`src/rtl/cpu_pkg.sv`:
```
// cpu_pkg: shared definitions for multicycle_core.
//   - opcode encodings (instr[31:28])
//   - instruction field bit positions
//   - FSM state enumeration
package cpu_pkg;

  localparam logic [3:0] OP_ADD  = 4'h0;
  localparam logic [3:0] OP_SUB  = 4'h1;
  localparam logic [3:0] OP_AND  = 4'h2;
  localparam logic [3:0] OP_OR   = 4'h3;
  localparam logic [3:0] OP_SLT  = 4'h4;
  localparam logic [3:0] OP_ADDI = 4'h5;
  localparam logic [3:0] OP_LW   = 4'h6;
  localparam logic [3:0] OP_SW   = 4'h7;
  localparam logic [3:0] OP_BEQ  = 4'h8;
  localparam logic [3:0] OP_J    = 4'h9;
  localparam logic [3:0] OP_MUL  = 4'hA;
  localparam logic [3:0] OP_HALT = 4'hF;

  localparam int unsigned OPC_MSB = 31;
  localparam int unsigned OPC_LSB = 28;
  localparam int unsigned RS_MSB  = 27;
  localparam int unsigned RS_LSB  = 23;
  localparam int unsigned RT_MSB  = 22;
  localparam int unsigned RT_LSB  = 18;
  localparam int unsigned RD_MSB  = 17;
  localparam int unsigned RD_LSB  = 13;

  // S_MUL is the second EXEC cycle of MUL; unreachable when MUL is not built.
  typedef enum logic [2:0] {
    S_FETCH,
    S_DECODE,
    S_EXEC,
    S_MUL,
    S_MEM,
    S_WB,
    S_HALT
  } state_t;

endpackage

```
`src/rtl/regfile_param.sv`:
```
// regfile_param: architectural register file, 2 read / 1 write.
//   Clk, Rst         : clock, synchronous active-high reset (clears all regs)
//   raddr1/rdata1    : combinational read port 1
//   raddr2/rdata2    : combinational read port 2
//   we/waddr/wdata   : synchronous write port; writes to r0 are discarded
// r0 always reads zero.
module regfile_param #(
  parameter int unsigned DATA_W   = 32,
  parameter int unsigned NUM_REGS = 32,
  parameter int unsigned IDX_W    = 5
) (
  input  logic              Clk,
  input  logic              Rst,
  input  logic [IDX_W-1:0]  raddr1,
  output logic [DATA_W-1:0] rdata1,
  input  logic [IDX_W-1:0]  raddr2,
  output logic [DATA_W-1:0] rdata2,
  input  logic              we,
  input  logic [IDX_W-1:0]  waddr,
  input  logic [DATA_W-1:0] wdata
);

  logic [DATA_W-1:0] regs [NUM_REGS];

  always_ff @(posedge Clk) begin
    if (Rst) begin
      for (int unsigned i = 0; i < NUM_REGS; i++) begin
        regs[i] <= '0;
      end
    end else if (we && (waddr != '0)) begin
      regs[waddr] <= wdata;
    end
  end

  always_comb begin
    rdata1 = (raddr1 == '0) ? '0 : regs[raddr1];
    rdata2 = (raddr2 == '0) ? '0 : regs[raddr2];
  end

endmodule

```
`src/rtl/multicycle_core.sv`:
```
// multicycle_core: multi-cycle CPU, FETCH -> DECODE -> EXEC -> (MEM) -> WB.
//   Clk, Rst                  : clock, synchronous active-high reset
//   imem_req/addr/rdata/valid : instruction fetch handshake (addr = PC)
//   dmem_req/we/addr/wdata    : data access request, held until dmem_valid
//   dmem_rdata/valid          : load data / access complete
//   pc_out                    : current PC
//   retire                    : one-cycle pulse per completed instruction
//   halted                    : core stopped by HALT (left only via Rst)
// Optional: define MULTICYCLE_MUL_EN to decode opcode A as MUL (two EXEC
// cycles); otherwise opcode A is a NOP.
module multicycle_core
  import cpu_pkg::*;
#(
  parameter int unsigned DATA_W   = 32,
  parameter int unsigned ADDR_W   = 16,
  parameter int unsigned NUM_REGS = 32,
  parameter int unsigned IMM_W    = 13
) (
  input  logic              Clk,
  input  logic              Rst,
  output logic              imem_req,
  output logic [ADDR_W-1:0] imem_addr,
  input  logic [31:0]       imem_rdata,
  input  logic              imem_valid,
  output logic              dmem_req,
  output logic              dmem_we,
  output logic [ADDR_W-1:0] dmem_addr,
  output logic [DATA_W-1:0] dmem_wdata,
  input  logic [DATA_W-1:0] dmem_rdata,
  input  logic              dmem_valid,
  output logic [ADDR_W-1:0] pc_out,
  output logic              retire,
  output logic              halted
);

  localparam int unsigned IDX_W = (NUM_REGS > 1) ? $clog2(NUM_REGS) : 1;

  state_t            state;
  logic [31:0]       ir;
  logic [ADDR_W-1:0] pc;
  logic [DATA_W-1:0] a_q, b_q, alu_q, mdr_q;
`ifdef MULTICYCLE_MUL_EN
  logic [DATA_W-1:0] prod_q;
`endif

  logic [3:0]        op;
  logic [IDX_W-1:0]  rs_idx, rt_idx, rd_idx, wr_idx;
  logic [DATA_W-1:0] imm_sx, alu_res, rdata1, rdata2, wr_data;
  logic [ADDR_W-1:0] pc_inc, pc_ctrl;
  logic              mul_op, to_wb, to_mem, is_halt, is_ctrl, mem_active, rf_we;

  // Decode of the latched instruction; register indices alias modulo NUM_REGS.
  always_comb begin
    op     = ir[OPC_MSB:OPC_LSB];
    rs_idx = IDX_W'(32'(ir[RS_MSB:RS_LSB]) % NUM_REGS);
    rt_idx = IDX_W'(32'(ir[RT_MSB:RT_LSB]) % NUM_REGS);
    rd_idx = IDX_W'(32'(ir[RD_MSB:RD_LSB]) % NUM_REGS);
    imm_sx = {{(DATA_W-IMM_W){ir[IMM_W-1]}}, ir[IMM_W-1:0]};
    mul_op = 1'b0;
`ifdef MULTICYCLE_MUL_EN
    mul_op = (op == OP_MUL);
`endif
    to_wb   = (op <= OP_ADDI);
    to_mem  = (op == OP_LW) || (op == OP_SW);
    is_halt = (op == OP_HALT);
    // BEQ, J and every undefined opcode complete in EXEC.
    is_ctrl = !(to_wb || to_mem || is_halt || mul_op);
  end

  always_comb begin
    alu_res = '0;
    case (op)
      OP_ADD:  alu_res = a_q + b_q;
      OP_SUB:  alu_res = a_q - b_q;
      OP_AND:  alu_res = a_q & b_q;
      OP_OR:   alu_res = a_q | b_q;
      OP_SLT:  alu_res = ($signed(a_q) < $signed(b_q)) ? DATA_W'(1) : '0;
      OP_ADDI,
      OP_LW,
      OP_SW:   alu_res = a_q + imm_sx;
      default: alu_res = '0;
    endcase
  end

  always_comb begin
    pc_inc = pc + ADDR_W'(1);
    case (op)
      OP_BEQ:  pc_ctrl = (a_q == b_q) ? (pc_inc + imm_sx[ADDR_W-1:0]) : pc_inc;
      OP_J:    pc_ctrl = ir[ADDR_W-1:0];
      default: pc_ctrl = pc_inc;
    endcase
  end

  always_comb begin
    rf_we   = (state == S_WB);
    wr_idx  = ((op <= OP_SLT) || mul_op) ? rd_idx : rt_idx;
    wr_data = (op == OP_LW) ? mdr_q : alu_q;
  end

  regfile_param #(
    .DATA_W   (DATA_W),
    .NUM_REGS (NUM_REGS),
    .IDX_W    (IDX_W)
  ) u_rf (
    .Clk    (Clk),
    .Rst    (Rst),
    .raddr1 (rs_idx),
    .rdata1 (rdata1),
    .raddr2 (rt_idx),
    .rdata2 (rdata2),
    .we     (rf_we),
    .waddr  (wr_idx),
    .wdata  (wr_data)
  );

  always_ff @(posedge Clk) begin
    if (Rst) begin
      state <= S_FETCH;
      pc    <= '0;
      ir    <= '0;
      a_q   <= '0;
      b_q   <= '0;
      alu_q <= '0;
      mdr_q <= '0;
`ifdef MULTICYCLE_MUL_EN
      prod_q <= '0;
`endif
    end else begin
      case (state)
        S_FETCH: begin
          if (imem_valid) begin
            ir    <= imem_rdata;
            state <= S_DECODE;
          end
        end
        S_DECODE: begin
          a_q   <= rdata1;
          b_q   <= rdata2;
          state <= S_EXEC;
        end
        S_EXEC: begin
          alu_q <= alu_res;
          if (is_halt) begin
            state <= S_HALT;
          end else if (to_mem) begin
            state <= S_MEM;
          end else if (mul_op) begin
`ifdef MULTICYCLE_MUL_EN
            prod_q <= a_q * b_q;
`endif
            state <= S_MUL;
          end else if (to_wb) begin
            state <= S_WB;
          end else begin
            pc    <= pc_ctrl;
            state <= S_FETCH;
          end
        end
`ifdef MULTICYCLE_MUL_EN
        S_MUL: begin
          alu_q <= prod_q;
          state <= S_WB;
        end
`endif
        S_MEM: begin
          if (dmem_valid) begin
            if (op == OP_LW) begin
              mdr_q <= dmem_rdata;
              state <= S_WB;
            end else begin
              pc    <= pc_inc;
              state <= S_FETCH;
            end
          end
        end
        S_WB: begin
          pc    <= pc_inc;
          state <= S_FETCH;
        end
        S_HALT: state <= S_HALT;
        default: state <= S_FETCH;
      endcase
    end
  end

  // Outputs decode the registered state; Rst masks them so nothing is
  // requested or reported during the reset cycle itself.
  always_comb begin
    mem_active = (state == S_MEM) && !Rst;
    imem_req   = (state == S_FETCH) && !Rst;
    imem_addr  = pc;
    dmem_req   = mem_active;
    dmem_we    = mem_active && (op == OP_SW);
    dmem_addr  = mem_active ? alu_q[ADDR_W-1:0] : '0;
    dmem_wdata = (mem_active && (op == OP_SW)) ? b_q : '0;
    pc_out     = pc;
    halted     = (state == S_HALT) && !Rst;
    retire     = !Rst && ((state == S_WB) ||
                          ((state == S_EXEC) && is_ctrl) ||
                          ((state == S_MEM) && (op == OP_SW) && dmem_valid));
  end

endmodule

```
`config.mk`:
```
export PLATFORM = sky130hd
export DESIGN_NAME = multicycle_core
export DESIGN_NICKNAME = d
export VERILOG_FILES = /design/src/rtl/cpu_pkg.sv /design/src/rtl/regfile_param.sv /design/src/rtl/multicycle_core.sv
export SDC_FILE = /design/constraint.sdc
export NUM_CORES = 2
export LEC_CHECK = 0
export ABC_AREA = 1
export ABC_CLOCK_PERIOD_IN_PS = 3100
export CORE_UTILIZATION = 35
export CTS_BUF_LIST = sky130_fd_sc_hd__clkbuf_2 sky130_fd_sc_hd__clkbuf_4 sky130_fd_sc_hd__clkbuf_8
export DETAILED_ROUTE_END_ITERATION = 16
export GPL_TIMING_DRIVEN = 0
export MAX_ROUTING_LAYER = met4
export PLACE_DENSITY_LB_ADDON = 0.05
export REMOVE_ABC_BUFFERS = 1
export SLEW_MARGIN = 15
export SYNTH_ARGS = -nofsm -noshare
export SYNTH_HDL_FRONTEND = slang
export SYNTH_SLANG_ARGS = --single-unit
```
`constraint.sdc`:
```
create_clock -name Clk -period 3.1 [get_ports Clk]
set_input_delay 0.31 -clock Clk [delete_from_list [all_inputs] [get_ports Clk]]
set_output_delay 0.31 -clock Clk [all_outputs]
set_load 0.02 [all_outputs]
```
==> impl_metrics.ini <==
[critical_path]
crit_chain = inv_1 > nor2_4 > clkinvlp_4 > nor2_4 > inv_2 > nor2_4 > clkinv_4 > nor2_4 > buf_12 > inv_16 > nor2_4 > buf_6
slowest_delay_ns = 0.32
cp.required_ns = 2.79
end_kind = primary output
cp_top_family = buffers and inverters
arrival_ns = 2.87
crit_path_frequent_cell = nor2_4
start_kind = flop
cp_num_buf_inv = 7
critPathKind = flop to primary output
worst_path_max_delay_cell = dfxtp_2
crit_fanout = 16

[global_routing]
grt_overflow_total = 0
antenna_found_initial = 15
grt_pass1_vias = 61740
grt_pass1_wl_um = 469800
grt_max_degree = 95
grt_usage_pct = 33.30

[placed_design]
dpl.hpwl_um = 192600
portBuffers = 152
gp_congestion = 0.8761
placed_area_um2 = 77590

[drt]
drtPass1Iterations = 9
vias_per_cell = 5.946
finalWirelength_um = 352400
drc_errors = 0
drt_iter0_markers = 8114
ant_nets = 0
num_vias = 65370
wl_per_cell_um = 32.05

[logic_synthesis]
synth_warnings = 0
syn_inst = 7933
yosysTopAreaCellShare_pct = 43.25
synth_area_leaders = edfxtp_1 43%, nor2_1 6.8%, mux2i_1 5.6%
syn-cell-area_um2 = 71090
avgSynthCellArea_um2 = 8.961
synth_seq_cells = 1213
synth_top_area_cell = edfxtp_1
yosysSeqAreaShare_pct = 48.58
synth_cell_types = 48

[power_and_ir_drop]
ir_drop_mv = 0.5000
finalPower_mw = 52.51
power_leakage_nw = 31.32
power_density_nw_per_um2 = 592.9

[timing]
finalCriticalPeriod_ns = 3.176
rsz0062_at_grt = true
final.period_utilization_pct = 102.5
maxSlewHeadroom_pct = 24.41
hold_viol = 0
max_freq_mhz = 314.8
whs_ns = 0.06639
fin_ws_ns = -0.07642
final.setup.tns_ns = -0.4500
slew_viol_final = 0
finalSetupViolations = 11
skew_ns = 0.1052
worst_pin_slew_ns = 1.134

[die]
core_area_um2 = 201900
die_area_um2 = 204900
fp.dieH_um = 452.7
row_count = 165
initial_core_util_pct = 35.21
ios = 153
dieWidth_um = 452.7

[clock_network]
clk_path_buf_depth = 3
root_buffer = clkbuf_8
cts_sinks = 1213
cts_made_buffers = 224
cts_tree = built
clk_latency_ns = 1.05
htree_levels = 4
path_clk_slew_ns = 0.06

[min_path]
worstHoldPathType = primary input to flop

[final_layout]
postLayoutCoreUtil_pct = 43.86
design_area_um2 = 88560
syn2layout_area_growth_pct = 24.57
drive_above_1_share_pct = 21.44
fin_nets = 8347

[flow_run]
cap_violations = 0

[status]
status = complete, but fails checks
violations = negative setup slack
cells in the final DEF (no fill, tap or decap), drive strengths merged, types with 24 or more instances in the layout:
cell              n
nor2           1776
edfxtp         1024
nand2          1005
o21ai           644
nand3           580
o221ai          448
inv             444
mux2i           400
clkbuf          380
buf             372
a21oi           287
dfxtp           189
ha              151
clkdlybuf4s50   100
o21bai           79
o211ai           69
a32oi            64
dlygate4sd3      56
clkinv           51
conb             32
nor3             24
area by class of cell:
class                      instances  area (um2)
tap                             2672        3343
antenna                           12       30.03
timing repair inverter             3       38.79
fill                           19400      113300
clock buffer                     356        4218
timing repair buffer             579        9027
sequential                      1213       34620
multi-input combinational       5657       35060
clock inverter                    55       395.4
inverter                         447        1822
report_power, final:
group | internal, mW | switching, mW
Combinational | 5.51 | 11.4
Sequential | 18.4 | 0.807
Clock | 8.78 | 7.59
Total | 32.7 | 19.8
kinds of logic (layout without fill, tap and decap cells):
logic type,Yosys count,after routing,synth area share (%)
other,1,44,0.005275
muxes,400,400,5.632
xor gates and xnor gates,15,15,0.1848
AOI/OAI and AO/OA,1614,1614,14.69
buffers and inverters,1136,1440,6.899
DFF,1213,1213,48.58
adders and majority gates,154,154,2.742
and+or+nand+nor,3400,3442,21.27
routing by layer:
layer	vias up	routed length, um	share of wire (%)	global-route usage [%]
met2	3384	161300	46	52.56
met3	941	28730	8.2	5.514
met4	0	21890	6.2	15.92
li1	28360	-	-	-
met5	-	0	0	-
met1	32690	140500	40	41.42
cells in the mapped netlist, drive strengths merged:
master	count
nor2	1775
edfxtp	1024
nand2	964
o21ai	644
nand3	580
clkbuf	525
o221ai	448
inv	439
mux2i	400
a21oi	287
dfxtp	189
buf	164
ha	151
o21bai	79
o211ai	69
a32oi	64
nor3	24
or2	17
nand4	16
nand3b	14
xor2	13
clkinv	8
and2	6
o2111ai	5
a31oi	4
a21o	3
fa	3
o22ai	3
a21boi	2
and3	2
nor3b	2
o31ai	2
xnor2	2
a211oi	1
a221oi	1
a311oi	1
a31o	1
conb	1
tightest hold or removal path: stages:
cell	delay, ns
clkdlybuf4s50_1	0.40
o21ai_0	0.20
a21oi_1	0.05
registers in the layout, summed over array words and instances, names as in the netlist, named ones only:
signal / flops
mdr_q: 32
alu_q: 32
u_rf.regs: 1024
a_q: 32
b_q: 32
state: 3
ir: 32
imem_addr: 16
path summary, 6_finish.rpt:
path	from	end	slack, ns	cells past startpoint
max	state[2]	dmem_wdata[27]	-0.08	12
min	imem_rdata[29]	ir[29]	0.07	3
max reg2reg	flop	b_q[30]	-0.07	8
min reg2reg	ir[27]	flop	0.47	2
stage by stage:
stage          setup slack [ns]  cells
6_report               -0.07642  10990
5_1_grt                 -0.1468  10990
4_1_cts                 -0.1917  10890
3_5_place_dp             -2.319  10260
3_3_place_gp             -45.99  10100
2_1_floorplan            -19.62   7275
repair_timing:
action / 4_1_cts / 5_1_grt
setup endpoints to repair: 2170 / 377
gates resized for setup: 455 / 268
buffers inserted: 115 / 61
pin swaps: 82 / 71
gates cloned: 53 / 29
hold buffers: 57 / 0
hold endpoints to repair: 120 / 0
No activity file was read; power rests on OpenSTA's default activity.
